--- config.mk ---
export PLATFORM = sky130hd
export DESIGN_NAME = booth_mult_share_arbiter
export DESIGN_NICKNAME = d
export VERILOG_FILES = /design/src/rtl/booth_mult_share_arbiter.sv
export SDC_FILE = /design/constraint.sdc
export NUM_CORES = 1
export LEC_CHECK = 0
export BUFFER_PORTS_ARGS = -buffer_cell sky130_fd_sc_hd__buf_4
export CAP_MARGIN = 5
export CORE_AREA = 3 3 134 136
export DETAILED_ROUTE_END_ITERATION = 10
export DIE_AREA = 0 0 137 139
export PLACE_DENSITY = 0.74
export SYNTH_ARGS = -nofsm -noshare
export SYNTH_HDL_FRONTEND = slang
export SYNTH_SLANG_ARGS = --single-unit
--- constraint.sdc ---
create_clock -name clk -period 3.05 [get_ports clk]
set_input_delay 0.305 -clock clk [delete_from_list [all_inputs] [get_ports clk]]
set_output_delay 0.305 -clock clk [all_outputs]
set_load 0.02 [all_outputs]
--- src/rtl/booth_mult_share_arbiter.sv ---
// Round-robin scheduler sharing one pipelined Booth multiplier between NREQ requesters.
// Tags ride a shift pipeline aligned with the multiplier; results return in order via a shared FIFO.
module booth_mult_share_arbiter #(
  parameter int WIDTH    = 8,
  parameter int NREQ     = 4,
  parameter int LATENCY  = 6,
  parameter int RQ_DEPTH = 8
) (
  input  logic                  clk,
  input  logic                  rst,
  input  logic [NREQ-1:0]       req_valid,
  output logic [NREQ-1:0]       req_ready,
  input  logic [NREQ*WIDTH-1:0] req_a,
  input  logic [NREQ*WIDTH-1:0] req_b,
  input  logic [NREQ*2-1:0]     req_sign_mode,
  output logic [NREQ-1:0]       rsp_valid,
  input  logic [NREQ-1:0]       rsp_ready,
  output logic [2*WIDTH-1:0]    rsp_product,
  output logic                  m_valid_in,
  output logic [WIDTH-1:0]      m_multiplicand,
  output logic [WIDTH-1:0]      m_multiplier,
  output logic [1:0]            m_sign_mode,
  input  logic                  m_valid_out,
  input  logic [2*WIDTH-1:0]    m_product,
  output logic                  busy,
  output logic                  err_sync
);
  localparam int TW = (NREQ > 1) ? $clog2(NREQ) : 1;
  localparam int CW = $clog2(RQ_DEPTH + 1);
  localparam int AW = (RQ_DEPTH > 1) ? $clog2(RQ_DEPTH) : 1;
  localparam int DW = (LATENCY > 0) ? $clog2(LATENCY + 1) : 1;
  localparam int PS = LATENCY + 1;

  logic [DW-1:0]      drain_q, drain_d;
  logic [TW-1:0]      ptr_q, ptr_d;
  logic [CW-1:0]      inflight_q, inflight_d;
  logic [CW-1:0]      fifo_count_q, fifo_count_d;
  logic [AW-1:0]      wr_ptr_q, wr_ptr_d, rd_ptr_q, rd_ptr_d;
  logic [PS-1:0]      tag_vld_q, tag_vld_d;
  logic [TW-1:0]      tag_pipe_q [PS];
  logic [TW-1:0]      tag_pipe_d [PS];
  logic [TW-1:0]      fifo_tag_q [RQ_DEPTH];
  logic [TW-1:0]      fifo_tag_d [RQ_DEPTH];
  logic [2*WIDTH-1:0] fifo_prod_q [RQ_DEPTH];
  logic [2*WIDTH-1:0] fifo_prod_d [RQ_DEPTH];
  logic               m_valid_in_q, m_valid_in_d;
  logic [WIDTH-1:0]   m_a_q, m_a_d, m_b_q, m_b_d;
  logic [1:0]         m_sm_q, m_sm_d;
  logic               err_q, err_d;

  logic [WIDTH-1:0]   a_arr [NREQ];
  logic [WIDTH-1:0]   b_arr [NREQ];
  logic [1:0]         sm_arr [NREQ];
  logic               drain_done, credit_ok, allow, grant_valid, fifo_empty;
  logic               push, pop, drop_tag, spurious, retire;
  logic [TW-1:0]      grant_idx, cand;
  logic [CW:0]        occupancy;

  always_comb begin
    for (int i = 0; i < NREQ; i++) begin
      a_arr[i]  = req_a[i*WIDTH +: WIDTH];
      b_arr[i]  = req_b[i*WIDTH +: WIDTH];
      sm_arr[i] = req_sign_mode[i*2 +: 2];
    end
  end

  // Arbitration: first valid requester at or after ptr, gated by drain and credit.
  always_comb begin
    drain_done  = (drain_q == '0);
    occupancy   = {1'b0, fifo_count_q} + {1'b0, inflight_q};
    credit_ok   = occupancy < (CW+1)'(RQ_DEPTH);
    allow       = drain_done && credit_ok;
    grant_valid = 1'b0;
    grant_idx   = '0;
    cand        = '0;
    for (int k = 0; k < NREQ; k++) begin
      cand = TW'((int'(ptr_q) + k) % NREQ);
      if (!grant_valid && allow && req_valid[cand]) begin
        grant_valid = 1'b1;
        grant_idx   = cand;
      end
    end
    req_ready = grant_valid ? (NREQ'(1) << grant_idx) : '0;
  end

  always_comb begin
    fifo_empty  = (fifo_count_q == '0);
    rsp_valid   = fifo_empty ? '0 : (NREQ'(1) << fifo_tag_q[rd_ptr_q]);
    rsp_product = fifo_empty ? '0 : fifo_prod_q[rd_ptr_q];
    pop         = |(rsp_valid & rsp_ready);
    push        = drain_done && m_valid_out && tag_vld_q[PS-1];
    drop_tag    = drain_done && !m_valid_out && tag_vld_q[PS-1];
    spurious    = drain_done && m_valid_out && !tag_vld_q[PS-1];
    retire      = push || drop_tag;

    drain_d      = drain_done ? drain_q : drain_q - DW'(1);
    ptr_d        = ptr_q;
    m_valid_in_d = grant_valid;
    m_a_d        = m_a_q;
    m_b_d        = m_b_q;
    m_sm_d       = m_sm_q;
    if (grant_valid) begin
      ptr_d  = (grant_idx == TW'(NREQ - 1)) ? '0 : grant_idx + TW'(1);
      m_a_d  = a_arr[grant_idx];
      m_b_d  = b_arr[grant_idx];
      m_sm_d = sm_arr[grant_idx];
    end

    tag_vld_d     = {tag_vld_q[PS-2:0], grant_valid};
    tag_pipe_d[0] = grant_idx;
    for (int i = 1; i < PS; i++) tag_pipe_d[i] = tag_pipe_q[i-1];

    inflight_d = inflight_q;
    if (grant_valid && !retire)      inflight_d = inflight_q + CW'(1);
    else if (!grant_valid && retire) inflight_d = inflight_q - CW'(1);

    fifo_count_d = fifo_count_q;
    if (push && !pop)      fifo_count_d = fifo_count_q + CW'(1);
    else if (!push && pop) fifo_count_d = fifo_count_q - CW'(1);

    fifo_tag_d  = fifo_tag_q;
    fifo_prod_d = fifo_prod_q;
    wr_ptr_d    = wr_ptr_q;
    rd_ptr_d    = rd_ptr_q;
    if (push) begin
      fifo_tag_d[wr_ptr_q]  = tag_pipe_q[PS-1];
      fifo_prod_d[wr_ptr_q] = m_product;
      wr_ptr_d = (wr_ptr_q == AW'(RQ_DEPTH - 1)) ? '0 : wr_ptr_q + AW'(1);
    end
    if (pop) rd_ptr_d = (rd_ptr_q == AW'(RQ_DEPTH - 1)) ? '0 : rd_ptr_q + AW'(1);

    err_d = err_q || spurious || drop_tag;
  end

  always_ff @(posedge clk) begin
    if (rst) begin
      drain_q      <= DW'(LATENCY);
      ptr_q        <= '0;
      inflight_q   <= '0;
      fifo_count_q <= '0;
      wr_ptr_q     <= '0;
      rd_ptr_q     <= '0;
      tag_vld_q    <= '0;
      for (int i = 0; i < PS; i++) tag_pipe_q[i] <= '0;
      m_valid_in_q <= 1'b0;
      m_a_q        <= '0;
      m_b_q        <= '0;
      m_sm_q       <= '0;
      err_q        <= 1'b0;
    end else begin
      drain_q      <= drain_d;
      ptr_q        <= ptr_d;
      inflight_q   <= inflight_d;
      fifo_count_q <= fifo_count_d;
      wr_ptr_q     <= wr_ptr_d;
      rd_ptr_q     <= rd_ptr_d;
      tag_vld_q    <= tag_vld_d;
      tag_pipe_q   <= tag_pipe_d;
      m_valid_in_q <= m_valid_in_d;
      m_a_q        <= m_a_d;
      m_b_q        <= m_b_d;
      m_sm_q       <= m_sm_d;
      err_q        <= err_d;
    end
  end

  // Storage needs no reset; occupancy is tracked by the counters above.
  always_ff @(posedge clk) begin
    fifo_tag_q  <= fifo_tag_d;
    fifo_prod_q <= fifo_prod_d;
  end

  assign m_valid_in     = m_valid_in_q;
  assign m_multiplicand = m_a_q;
  assign m_multiplier   = m_b_q;
  assign m_sign_mode    = m_sm_q;
  assign busy           = (inflight_q != '0) || (fifo_count_q != '0);
  assign err_sync       = err_q;
endmodule
## After elaboration in Yosys (flattened, before gate mapping)

Cells that the tools add are included.

- $add $sub $neg: 12
- Shift-type cells: 2
- Div/mod/pow operators: 0
- Eq/ne operators: 3
- Reduce and logical (&&, ||, !) cells: 38
- Multiplexer cells: 47
- Magnitude comparators: 9
- $mul: 0
- Bitwise operators: 4

Operators by type and width:

| kind | count |
|---|---|
| 128-bit bitwise mux | 1 |
| 16-bit 2-to-1 mux | 4 |
| 16-bit binary-select mux with 3-bit select | 1 |
| 16-bit demux with 3-bit select | 1 |
| 8-bit binary-select mux with 2-bit select | 2 |
| 8-bit 2-to-1 mux | 4 |
| 4-bit 2-to-1 mux | 6 |
| 2-bit 2-to-1 mux | 10 |
| 1-bit logical AND | 18 |
| 16-bit bitwise mux | 1 |
| 2-bit by 3-bit < comparator with 1-bit output (second input constant) | 4 |
| 1-bit logical NOT | 9 |
| 4-bit by 1-bit adder with 4-bit output (second input constant) | 2 |
| 1-bit binary-select mux with 2-bit select | 4 |
| 4-bit greater-or-equal comparator (second input constant) | 2 |
| 1-bit 2-to-1 mux | 8 |
| 3-bit NOT with 4-bit output | 2 |
| 4-bit nonzero test | 2 |
| 1-bit by 2-bit << shifter with 4-bit output (first input constant) | 2 |
| 4-bit by 1-bit subtractor with 4-bit output (second input constant) | 2 |
| 3-bit by 1-bit adder with 3-bit output (second input constant) | 2 |
| 2-bit binary-select mux with 3-bit select | 1 |
| 2-bit demux with 3-bit select | 1 |
| 3-bit equality test (second input constant) | 2 |
| 17 further kinds | 24 |

- RAM bits: 0
- Register bits after elaboration: 204
- Latch bits: 0
- Memories: 0
- Word-level logic and storage cells: 150
- Output and inout bits: 45
- Bits in read-only memories: 0
- Input port bits: 99

## Depth between registers and ports, before layout

Gate-level depths: netlist (run 1).

- Depth in word-level cells: 21
- Mapped depth: 14
- Depth with buffers taken out: 13

## Worst setup path before layout (run 1)

No wires, ideal clock.

- Path kind: flip-flop to flip-flop
- Start: register drain_q[0]
- End: register fifo_prod_q[112] (netlist bit), enable pin
- Stages on the path, launching flop included: 7
- Period minus slack after synthesis: 3.311 ns
- Arrival: 2.872 ns
- Setup slack: -0.261 ns
- Required time: 2.610 ns
- Cell sequence: dfxtp_1 inv_1 ha_1 nor2b_1 buf_2 nand3_1 nor4_1

- Cells in the longest elaborated chain, start to end: 3

RTL lines:

| element | line | RTL |
|---|---|---|
| from (decl) | 34 | `logic [DW-1:0] drain_q, drain_d;` |
| from (signal assigned) | 137 | `drain_q <= DW'(LATENCY);` |
| from (signal assigned) | 151 | `drain_q <= drain_d;` |
| 3-bit logical NOT | 69 | `drain_done = (drain_q == '0);` |
| 1-bit logical AND (2 in a row) | 91 | `push = drain_done && m_valid_out && tag_vld_q[PS-1];` |
| to (signal assigned) | 170 | `fifo_prod_q <= fifo_prod_d;` |
| to (decl) | 44 | `logic [2*WIDTH-1:0] fifo_prod_q [RQ_DEPTH];` |

No other way between the ends.
A chain may end at the register's enable or synchronous reset.

## Worst setup path after layout (run 1)

- Start: register rd_ptr_q[0]
- End: register fifo_count_q[3]

- Cells in the longest elaborated chain, start to end: 11

RTL lines:

| element | line | RTL |
|---|---|---|
| from (decl) | 38 | `logic [AW-1:0] wr_ptr_q, wr_ptr_d, rd_ptr_q, rd_ptr_d;` |
| from (signal assigned) | 156 | `rd_ptr_q <= rd_ptr_d;` |
| 3-bit NOT with 4-bit output (not written as such) (*) | 88 | `rsp_valid = fifo_empty ? '0 : (NREQ'(1) << fifo_tag_q[rd_ptr_q]);` |
| 2-bit binary-select mux with 3-bit select (*) | 88 |  |
| 2-bit 2-to-1 mux (not written as such) (*) (2 in a row) | 88 |  |
| 1-bit by 2-bit << shifter with 4-bit output (*) | 88 |  |
| 4-bit 2-to-1 mux (*) | 88 |  |
| 4-bit AND (*) | 90 | `pop = \|(rsp_valid & rsp_ready);` |
| 4-bit OR reduction (*) | 90 |  |
| 1-bit logical NOT | 118 | `if (push && !pop) fifo_count_d = fifo_count_q + CW'(1);` |
| 1-bit logical AND | 118 |  |
| 4-bit 2-to-1 mux / 2-bit nonzero test (equally long branches) | - |  |
| to (signal assigned) | 154 | `fifo_count_q <= fifo_count_d;` |
| to (decl) | 37 | `logic [CW-1:0] fifo_count_q, fifo_count_d;` |

Every way passes the cells marked *; elsewhere a longest branch is shown, timed or not. The select of a mux whose other input is x is not followed.

==> impl_results.md, run 1 <==
* Status: finished with violations
* Violated checks: negative setup slack
* Synth Net Count at 660
* Worst Skew at 0.0136 ns
* I/O pin count at 144
* Final min period at 3.12 ns
* Critical path required time at 3.48 ns
* Via count at 5,121
* DP Area at 9920 sq um
* CP startpoint kind: flop
* FF-to-FF setup slack at -0.07 ns
* Slew HR at 51.1%
* Starting DRC count in detailed routing at 255
* Final slew viol count at 0
* RSZ-0062 raised after global routing: true
* TritonCTS clock tree: built
* Largest fanout on the critical path at 3
* Ant. Diodes at 0
* Clock buffer depth at 3
* Reg-to-reg endpoint: fifo_count_q[3]$_SDFFE_PP0P_
* Hold depth at 1
* Worst-Skew Late Latency at 0.49 ns
* P&R area growth vs syn at 26.5%
* Multiplexer area fraction after synthesis at 17.5%
* Max-Cap Viols at 0
* Drt first pass iters at 5
* Top-area cell type share of the netlist area at 51.5%
* All-Layer GR Usage at 19.1%
* Peak supply drop at 0.000442 V
* Post-Syn Area at 8400 sq um
* Setup Viol. Count Final at 1
* Peak Freq at 321 MHz
* Crit Path Category: flop to flop
* Largest net degree at the start of global routing at 41
* Vias per cell at 5.40
* GR Overflow Total at 0
* Most common cell after layout, fill and taps aside: buf_4
* Synth Register Bits at 203
* Mapped Cells at 540
* RePlAce Congestion at 0.830
* DP Wirelength at 11.8 mm
* IO Port Bufs at 143
* Final wirelength at 18.1 mm
* # rows at 48
* Largest family of logic cells by synthesized area: multiplexers
* WHS Endpoint: fifo_prod_q[102]$_DFFE_PP_
* Hold Path Class: input port to flop
* Syn Area/Cell at 15.6 sq um
* Vias in the first global route at 5,543
* Width of the die at 137 microns
* Die ar. at 19,000 sq um
* Seq/Total Area, Yosys at 65.6%
* XOR/XNOR share of the synthesized area at 0.834%
* Largest area contributor in the netlist: edfxtp_1
* Reg2reg start: rd_ptr_q[0]$_SDFFE_PP0P_
* Synth Flop Type: edfxtp_1
* Final instance area at 10,600 sq um
* Adder-cell area share of the yosys netlist at 3.31%
* Initial antenna violation count at 0
* Drc violations at 0
* P_leak at 4.24 nW
* Post-layout net count at 831
* Final worst path period share at 102%
* Fraction of registers with async set/reset at 0%
* Core area at 17,100 sq um
* Final Core Density at 62.3%
* CTS root buffer: clkbuf_16
* Synth Area in Simple Gates at 6.66%
* Worst-path clk slew at 0.06 ns
* Synth Warn # at 0
* Top post-synthesis cells by area: edfxtp_1 (51%), dfxtp_1 (14%), mux4_2 (9.7%)
* Fraction of layout instances using a drive strength above 1 at 36.6%
* Worst Path Arrival at 3.55 ns
* Yosys cell types at 38
* Worst-margin pin slew at 0.731 ns
* Final hold vios at 0
* DR WL/cell at 19.0 microns
* Crit. End Element: flop
* Hold Crit Start: m_product[6]
* Die Height at 139 microns
* Initial Util at 49.2%
* Slack of the critical path at -0.0700 ns
* Most frequent cells in the layout: buf_4 (173), edfxtp_1 (144), mux2i_1 (57)
* Worst r2r path cells at 12
* Post-synth EDFFs at 144
* CTS Sinks at 203
* Hold_buf cts at 0
* First-pass GRT wire length at 28.6 mm
* Compound-cell area share of the yosys netlist at 4.05%
* H-tree Lvls at 1
* TritonCTS Buffers at 21
* Pwr Density at 701 nW/um^2
* Post-DRT Antenna Nets at 0
## per-layer routing
metal,track usage (%),share of wire [%],vias up
met5,0,0,-
met4,6.14,2.8,0
met3,4.06,7.8,41
met2,33.5,51,211
met1,23.3,39,2474
li1,-,-,2395
## Yosys cell counts (3+ instances only)
cell and instances:
dfxtp_1 59, buf_1 5, mux2_1 5, and3_1 5
nand2b_1 6, inv_1 12, nor2b_1 20, edfxtp_1 144
buf_2 7, nor2_1 41, o221ai_1 18, a21oi_1 16
inv_2 3, mux4_2 36, clkbuf_1 12, mux2i_1 57
xnor2_1 5, nor4_1 3, o21ai_0 3, nor3_1 8
xor2_1 3, ha_1 19, nand2_1 31
## layout make-up
type                    count  area (sq um)
inverters                  15          58.8
well taps                 225           282
repair buffers            174          1320
flip-flops and latches    203          5520
multi-input cells         296          2810
clock inverters            11          93.8
fillers                  1286          6440
clock buffers              25           541
## sequential cells by signal, indices dropped and copies added (netlist names)
signal and count:
rd_ptr_q 3, err_sync 1, fifo_count_q 4, tag_vld_q 7
fifo_tag_q 16, drain_q 3, ptr_q 2, tag_pipe_d 12
fifo_prod_q 128, wr_ptr_q 3, m_multiplier 8, tag_pipe_q 2
m_sign_mode 2, inflight_q 4, m_multiplicand 8
## how the worst max path moves through the flow
| stage | slack [ns] | start | endpoint | cells after the start |
|---|---|---|---|---|
| 2_1_floorplan | -0.06 | rd_ptr_q[0]$_SDFFE_PP0P_ | fifo_count_q[3]$_SDFFE_PP0P_ | 14 |
| 3_3_place_gp | -0.07 | rd_ptr_q[1]$_SDFFE_PP0P_ | fifo_count_q[3]$_SDFFE_PP0P_ | 12 |
| 3_5_place_dp | -0.25 | rd_ptr_q[1]$_SDFFE_PP0P_ | fifo_count_q[3]$_SDFFE_PP0P_ | 12 |
| 4_1_cts | -0.05 | rd_ptr_q[0]$_SDFFE_PP0P_ | fifo_count_q[3]$_SDFFE_PP0P_ | 12 |
| 5_1_grt | -0.17 | rd_ptr_q[0]$_SDFFE_PP0P_ | fifo_count_q[3]$_SDFFE_PP0P_ | 12 |
| 6_report | -0.07 | rd_ptr_q[0]$_SDFFE_PP0P_ | fifo_count_q[3]$_SDFFE_PP0P_ | 12 |
## power by group
group	internal, W	switching (W)	total [W]
sequential	0.00300	0.0000704	0.00307
clock	0.00136	0.00101	0.00237
combinational	0.000984	0.00102	0.00200
total	0.00534	0.00210	0.00744
## stage by stage
step                      setup slack (ns)  setup TNS (ns)  total power, W  hold WS (ns)  std cells
after global placement             -0.0681         -0.0681         0.00505         0.417        910
after global routing                -0.167          -0.596         0.00778        0.0424        949
after CTS                          -0.0496         -0.0496         0.00750        0.0334        946
after detailed placement            -0.248          -0.419         0.00510         0.425        910
final                              -0.0700         -0.0700         0.00744        0.0498        949
after floorplan                    -0.0596         -0.0596         0.00438         0.404        540
## timing repair
action,CTS,global route
setup buffers,0,3
gates resized for setup,5,5
pin swaps,1,4
endpoints found under the setup margin,5,6
endpoints found under the hold margin,0,0
## kinds of logic (layout without fill, tap and decap cells)
kind of cell / count (synthesis) / after routing
xor+xnor: 8 / 8
flops: 203 / 203
fa+ha+maj: 21 / 21
mux: 100 / 100
compound gates: 47 / 47
buf+inv: 41 / 225
simple gates: 120 / 120
## worst max-delay path, cell delays in order, from the launching register on
cell and delay, ns:
dfxtp_4 0.37, mux4_2 0.51, mux2_4 0.30, mux4_2 0.49, nand2b_4 0.11, ha_4 0.15
inv_4 0.04, ha_4 0.20, a21o_1 0.16, a21oi_2 0.18, xnor2_2 0.08, or3_1 0.33
a21oi_2 0.12
No activity file was read; power rests on OpenSTA's default activity.
==> run 2: changes to the inputs <==
--- a/config.mk
+++ b/config.mk
@@ -7,9 +7,10 @@
 export LEC_CHECK = 0
 export BUFFER_PORTS_ARGS = -buffer_cell sky130_fd_sc_hd__buf_4
 export CAP_MARGIN = 5
-export CORE_AREA = 3 3 134 136
+export CORE_AREA = 2 2 133 135
+export CTS_CLUSTER_SIZE = 10
 export DETAILED_ROUTE_END_ITERATION = 10
-export DIE_AREA = 0 0 137 139
+export DIE_AREA = 0 0 135 137
 export PLACE_DENSITY = 0.74
 export SYNTH_ARGS = -nofsm -noshare
 export SYNTH_HDL_FRONTEND = slang
==> constraint.sdc (replaced) <==
create_clock -name clk -period 2.84 [get_ports clk]
set_input_delay 0.284 -clock clk [delete_from_list [all_inputs] [get_ports clk]]
set_output_delay 0.284 -clock clk [all_outputs]
set_load 0.02 [all_outputs]
==> impl_results.md, run 2 (same netlist as run 1, synthesis figures left out) <==
* H-tree Lvls at 1
* CTS root buffer: clkbuf_16
* Final Power at 0.00828 W
* CTS Sinks at 203
* Final hold vios at 0
* Drc violations at 0
* Setup TNS at -0.402 ns
* Hold Path Class: input port to flop
* Largest fanout on the critical path at 3
* Slack of the critical path at -0.222 ns
* CP cell instances: mux4_2 > mux2_4 > mux4_2 > nand2b_4 > ha_4 > inv_4 > ha_4 > a21o_1 > a21oi_2 > xnor2_2 > buf_4 > o21ai_0 > a21oi_1
* TritonCTS Buffers at 25
* Critical path required time at 3.20 ns
* Clock buffer depth at 3
* Worst-margin pin slew at 0.717 ns
* Setup Viol. Count Final at 5
* Peak Freq at 327 MHz
* Post-layout net count at 846
* Drt first pass iters at 4
* IO Port Bufs at 143
* Vias in the first global route at 5,549
* DR WL/cell at 18.6 microns
* Hold_buf cts at 0
* Pwr Density at 764 nW/um^2
* Largest stage delay on the critical path at 0.50 ns
* Max-Cap Viols at 0
* Fraction of layout instances using a drive strength above 1 at 37.8%
* Worst-Skew Late Latency at 0.50 ns
* Largest Register: fifo_prod_q
* TritonCTS clock tree: built
* Final min period at 3.06 ns
* First-pass GRT wire length at 28.2 mm
* Sequential cell area at 5510 sq um
* GR Overflow Total at 0
* Crit. End Element: flop
* Die Height at 137 microns
* Final slew viol count at 0
* Largest net degree at the start of global routing at 41
* All-Layer GR Usage at 19.7%
* Width of the die at 135 microns
* P&R area growth vs syn at 29.1%
* RSZ-0062 raised after global routing: true
* CP startpoint kind: flop
* RePlAce Congestion at 0.825
* Status: finished with violations
* Die ar. at 18,500 sq um
* Delay-heaviest family, CP: multiplexers
* Vias per cell at 5.38
* Most frequent cells in the layout: buf_4 (183), edfxtp_1 (144), mux2i_1 (57)
* Max reg flops at 128
* FILL cells at 1,265
* CP bufs+invs at 2
* Hold_ws at 0.0203 ns
* Worst Skew at 0.00955 ns
* Slew HR at 52.1%
* P_leak at 4.34 nW
* # rows at 48
* Max stage delay cell, worst path: mux4_2
* Crit Path Category: flop to flop
* Violated checks: negative setup slack
* Core area at 17,100 sq um
* DP Wirelength at 11.7 mm
* Worst Path Arrival at 3.42 ns
* Initial antenna violation count at 0
* Worst-path clk slew at 0.06 ns
* Via count at 5,213
* Final wirelength at 18.0 mm
* Initial Util at 49.2%
* Starting DRC count in detailed routing at 234
* Peak supply drop at 0.000472 V
* Most common cell after layout, fill and taps aside: buf_4
* I/O pin count at 144
* Ant. Diodes at 0
* Post-DRT Antenna Nets at 0
* Final worst path period share at 108%
* Multi-input gate area at 2870 sq um
## run 2: area by class of cell
class                           instances  share of cell area, %
Clock buffer                           42                   6.45
Timing Repair Buffer                  185                   12.9
Clock inverter                          3                  0.173
Multi-Input combinational cell        296                   26.5
Sequential cell                       203                   50.8
Tap cell                              225                   2.60
Inverter                               15                  0.543
## run 2: final timing paths
kind | depth (start not counted) | start | slack (ns) | end
worst max-delay path | 13 | rd_ptr_q[0]$_SDFFE_PP0P_ | -0.22 | fifo_count_q[3]$_SDFFE_PP0P_
worst min-delay path | 1 | m_product[7] | 0.02 | fifo_prod_q[119]$_DFFE_PP_
worst max register to register | 13 | rd_ptr_q[0]$_SDFFE_PP0P_ | -0.22 | fifo_count_q[3]$_SDFFE_PP0P_
worst min register to register | 1 | tag_pipe_d[1]$_SDFF_PP0_ | 0.44 | tag_pipe_q[1]$_SDFF_PP0_
## run 2: metrics by stage
step                utilization (%)  area, sq um  cells  setup slack (ns)
floorplan                         -         8440    540            -0.270
global placement               58.5         9980    918            -0.245
detailed placement             58.5         9980    918            -0.334
CTS                            63.3        10800    968            -0.212
global route                   63.5        10800    969            -0.329
finish                         63.5        10800    969            -0.222
## run 2: metal layers
metal	part of all wire, %	vias up	track usage, %
li1	-	2427	-
met1	40	2555	22.8
met2	52	206	36.7
met3	6.8	25	4.19
met4	1.9	0	5.61
met5	0	-	0
## run 2: power breakdown
part           switching, W  internal, W  total (W)
Clock               0.00110      0.00166    0.00277
Combinational       0.00111      0.00110    0.00222
Sequential        0.0000686      0.00322    0.00329
Total               0.00229      0.00599    0.00828
## run 2: timing repair
action                                  in CTS  in global routing
resized for setup                           13                  6
endpoints found under the setup margin      20                 10
pin swaps                                    9                  5
endpoints found under the hold margin        0                  0
setup buffers                                5                  2
==> run 3: changes to the inputs <==
--- a/config.mk
+++ b/config.mk
@@ -11,7 +11,7 @@
 export CTS_CLUSTER_SIZE = 10
 export DETAILED_ROUTE_END_ITERATION = 10
 export DIE_AREA = 0 0 135 137
-export PLACE_DENSITY = 0.74
+export PLACE_DENSITY = 0.7
 export SYNTH_ARGS = -nofsm -noshare
 export SYNTH_HDL_FRONTEND = slang
 export SYNTH_SLANG_ARGS = --single-unit
==> impl_results.md, run 3 (same netlist as run 1, synthesis figures left out) <==
* # rows at 48
* Max reg flops at 128
* Hold_ws at 0.0192 ns
* Post-Layout Cell Count at 970
* Pwr Density at 758 nW/um^2
* RSZ-0062 raised after global routing: true
* Power Internal at 0.00594 W
* Final Power at 0.00823 W
* Via count at 5,204
* Met2 Use GR at 36.1%
* CP cell instances: mux4_2 > mux2_4 > mux4_2 > nand2b_4 > ha_4 > inv_4 > ha_4 > a21o_1 > a21oi_2 > xnor2_1 > or3_1 > a21oi_1
* I/O pin count at 144
* First-pass GRT wire length at 28.7 mm
* FILL cells at 1,258
* Setup Viol. Count Final at 5
* Slew HR at 55.7%
* Worst-path clk slew at 0.06 ns
* Die Height at 137 microns
* Clock buffer depth at 3
* All-Layer GR Usage at 20.1%
* Final min period at 3.00 ns
* Violated checks: negative setup slack
* Final hold vios at 0
* Combinational share of power at 26.9%
* Largest fanout on the critical path at 3
* Vias in the first global route at 5,427
* Worst Skew at 0.0117 ns
* CTS root buffer: clkbuf_16
* Worst-margin pin slew at 0.662 ns
* Drt first pass iters at 4
* Core area at 17,100 sq um
* P&R area growth vs syn at 29.2%
* Sequential power share at 40.0%
* Largest Register: fifo_prod_q
* Drc violations at 0
* CP startpoint kind: flop
* Final worst path period share at 106%
* TritonCTS Buffers at 24
* Post-DRT Antenna Nets at 0
* Top Usage Layer GRT: met2
* Starting DRC count in detailed routing at 298
* RePlAce Congestion at 0.880
* Width of the die at 135 microns
* Crit. End Element: flop
* Die ar. at 18,500 sq um
* Largest net degree at the start of global routing at 41
* GR Overflow Total at 0
* Final wirelength at 18.3 mm
* FF-to-FF setup slack at -0.16 ns
* P_leak at 4.34 nW
* Hold Path Class: input port to flop
* Crit Path Category: flop to flop
* DP Wirelength at 12.2 mm
* Final instance area at 10,900 sq um
* Most common cell after layout, fill and taps aside: buf_4
* Worst-Skew Late Latency at 0.50 ns
* TritonCTS clock tree: built
* Max-Cap Viols at 0
* Grt met1 use at 24.5%
* Peak supply drop at 0.000536 V
* Worst Path Arrival at 3.43 ns
* Ant. Diodes at 0
* Final Core Density at 63.6%
* Slack of the critical path at -0.157 ns
* Delay-heaviest family, CP: multiplexers
* Inst Count DP at 919
* Final slew viol count at 0
* Fraction of layout instances using a drive strength above 1 at 38.1%
* DR WL/cell at 18.9 microns
* Initial antenna violation count at 0
* Vias per cell at 5.36
* CP bufs+invs at 1
* CTS Sinks at 203
* Switch Pwr at 0.00230 W
* Clock power frac at 33.0%
* Initial Util at 49.2%
* Max stage delay cell, worst path: mux4_2
* Status: finished with violations
* Post-layout net count at 847
* Hold_buf cts at 0
* Largest stage delay on the critical path at 0.50 ns
* Met3 GRT Util at 3.93%
* Peak Freq at 334 MHz
* IO Port Bufs at 143
* Most frequent cells in the layout: buf_4 (185), edfxtp_1 (144), mux2i_1 (57)
* Switching Share at 27.9%
* DP Area at 9980 sq um
* H-tree Lvls at 1
* Critical path required time at 3.27 ns
==> run 3: changes by cell type in the layout (fill, tap and decap cells not counted), moves of 2 or more <==
cell,delta
dfxtp_2,-2
buf_4,+2
a21oi_1,-2
dfxtp_4,+2
nor2_2,+2
nor2_1,-2
==> run 3: timing repair <==
item / CTS / global route
pin swaps: 6 / 8
resized for setup: 8 / 18
endpoints found under the setup margin: 10 / 10
buffers inserted: 2 / 5
==> run 3: routing by layer <==
metal,wire length (microns),part of all wire [%]
met1,7220,39
met2,9290,51
met3,1360,7.4
met4,435,2.4
met5,0,0
==> run 3: final cells by class <==
class	count	area, sq um	share of cell area [%]
clock buffers	42	689	6.35
clock inverters	2	10.0	0.0922
inverters	15	58.8	0.542
multi-input cells	296	2880	26.6
flip-flops and latches	203	5520	50.8
well taps	225	282	2.59
repair buffers	187	1420	13.0
==> run 3: power by group through the flow <==
stage | Combinational [W] | Sequential, W | Clock [W]
after floorplan | 0.00136 | 0.00334 | 0
after global placement | 0.00212 | 0.00335 | 0
after detailed placement | 0.00216 | 0.00335 | 0
after CTS | 0.00221 | 0.00329 | 0.00278
after global routing | 0.00239 | 0.00330 | 0.00290
final | 0.00222 | 0.00330 | 0.00272
==> run 3: path summary, 6_finish.rpt <==
kind | startpoint | end | cells past startpoint
max reg2reg | rd_ptr_q[0]$_SDFFE_PP0P_ | fifo_count_q[3]$_SDFFE_PP0P_ | 12
min reg2reg | tag_pipe_d[5]$_SDFF_PP0_ | tag_pipe_d[3]$_SDFF_PP0_ | 1
min | m_product[9] | fifo_prod_q[41]$_DFFE_PP_ | 1
max | rd_ptr_q[0]$_SDFFE_PP0P_ | fifo_count_q[3]$_SDFFE_PP0P_ | 12
==> run 3: worst register-to-register path, stage by stage, from the launching register on <==
cell and delay [ns]:
dfxtp_4 0.37, mux4_2 0.50, mux2_4 0.30, mux4_2 0.47, nand2b_4 0.11, ha_4 0.14
inv_4 0.04, ha_4 0.20, a21o_1 0.16, a21oi_2 0.14, xnor2_1 0.08, or3_1 0.30
a21oi_1 0.12
==> run 3: stage by stage <==
stage	TNS [ns]	worst slack [ns]
floorplan	-1.03	-0.270
global placement	-0.369	-0.277
detailed placement	-0.700	-0.400
CTS	-0.646	-0.210
global route	-1.21	-0.250
finish	-0.328	-0.157
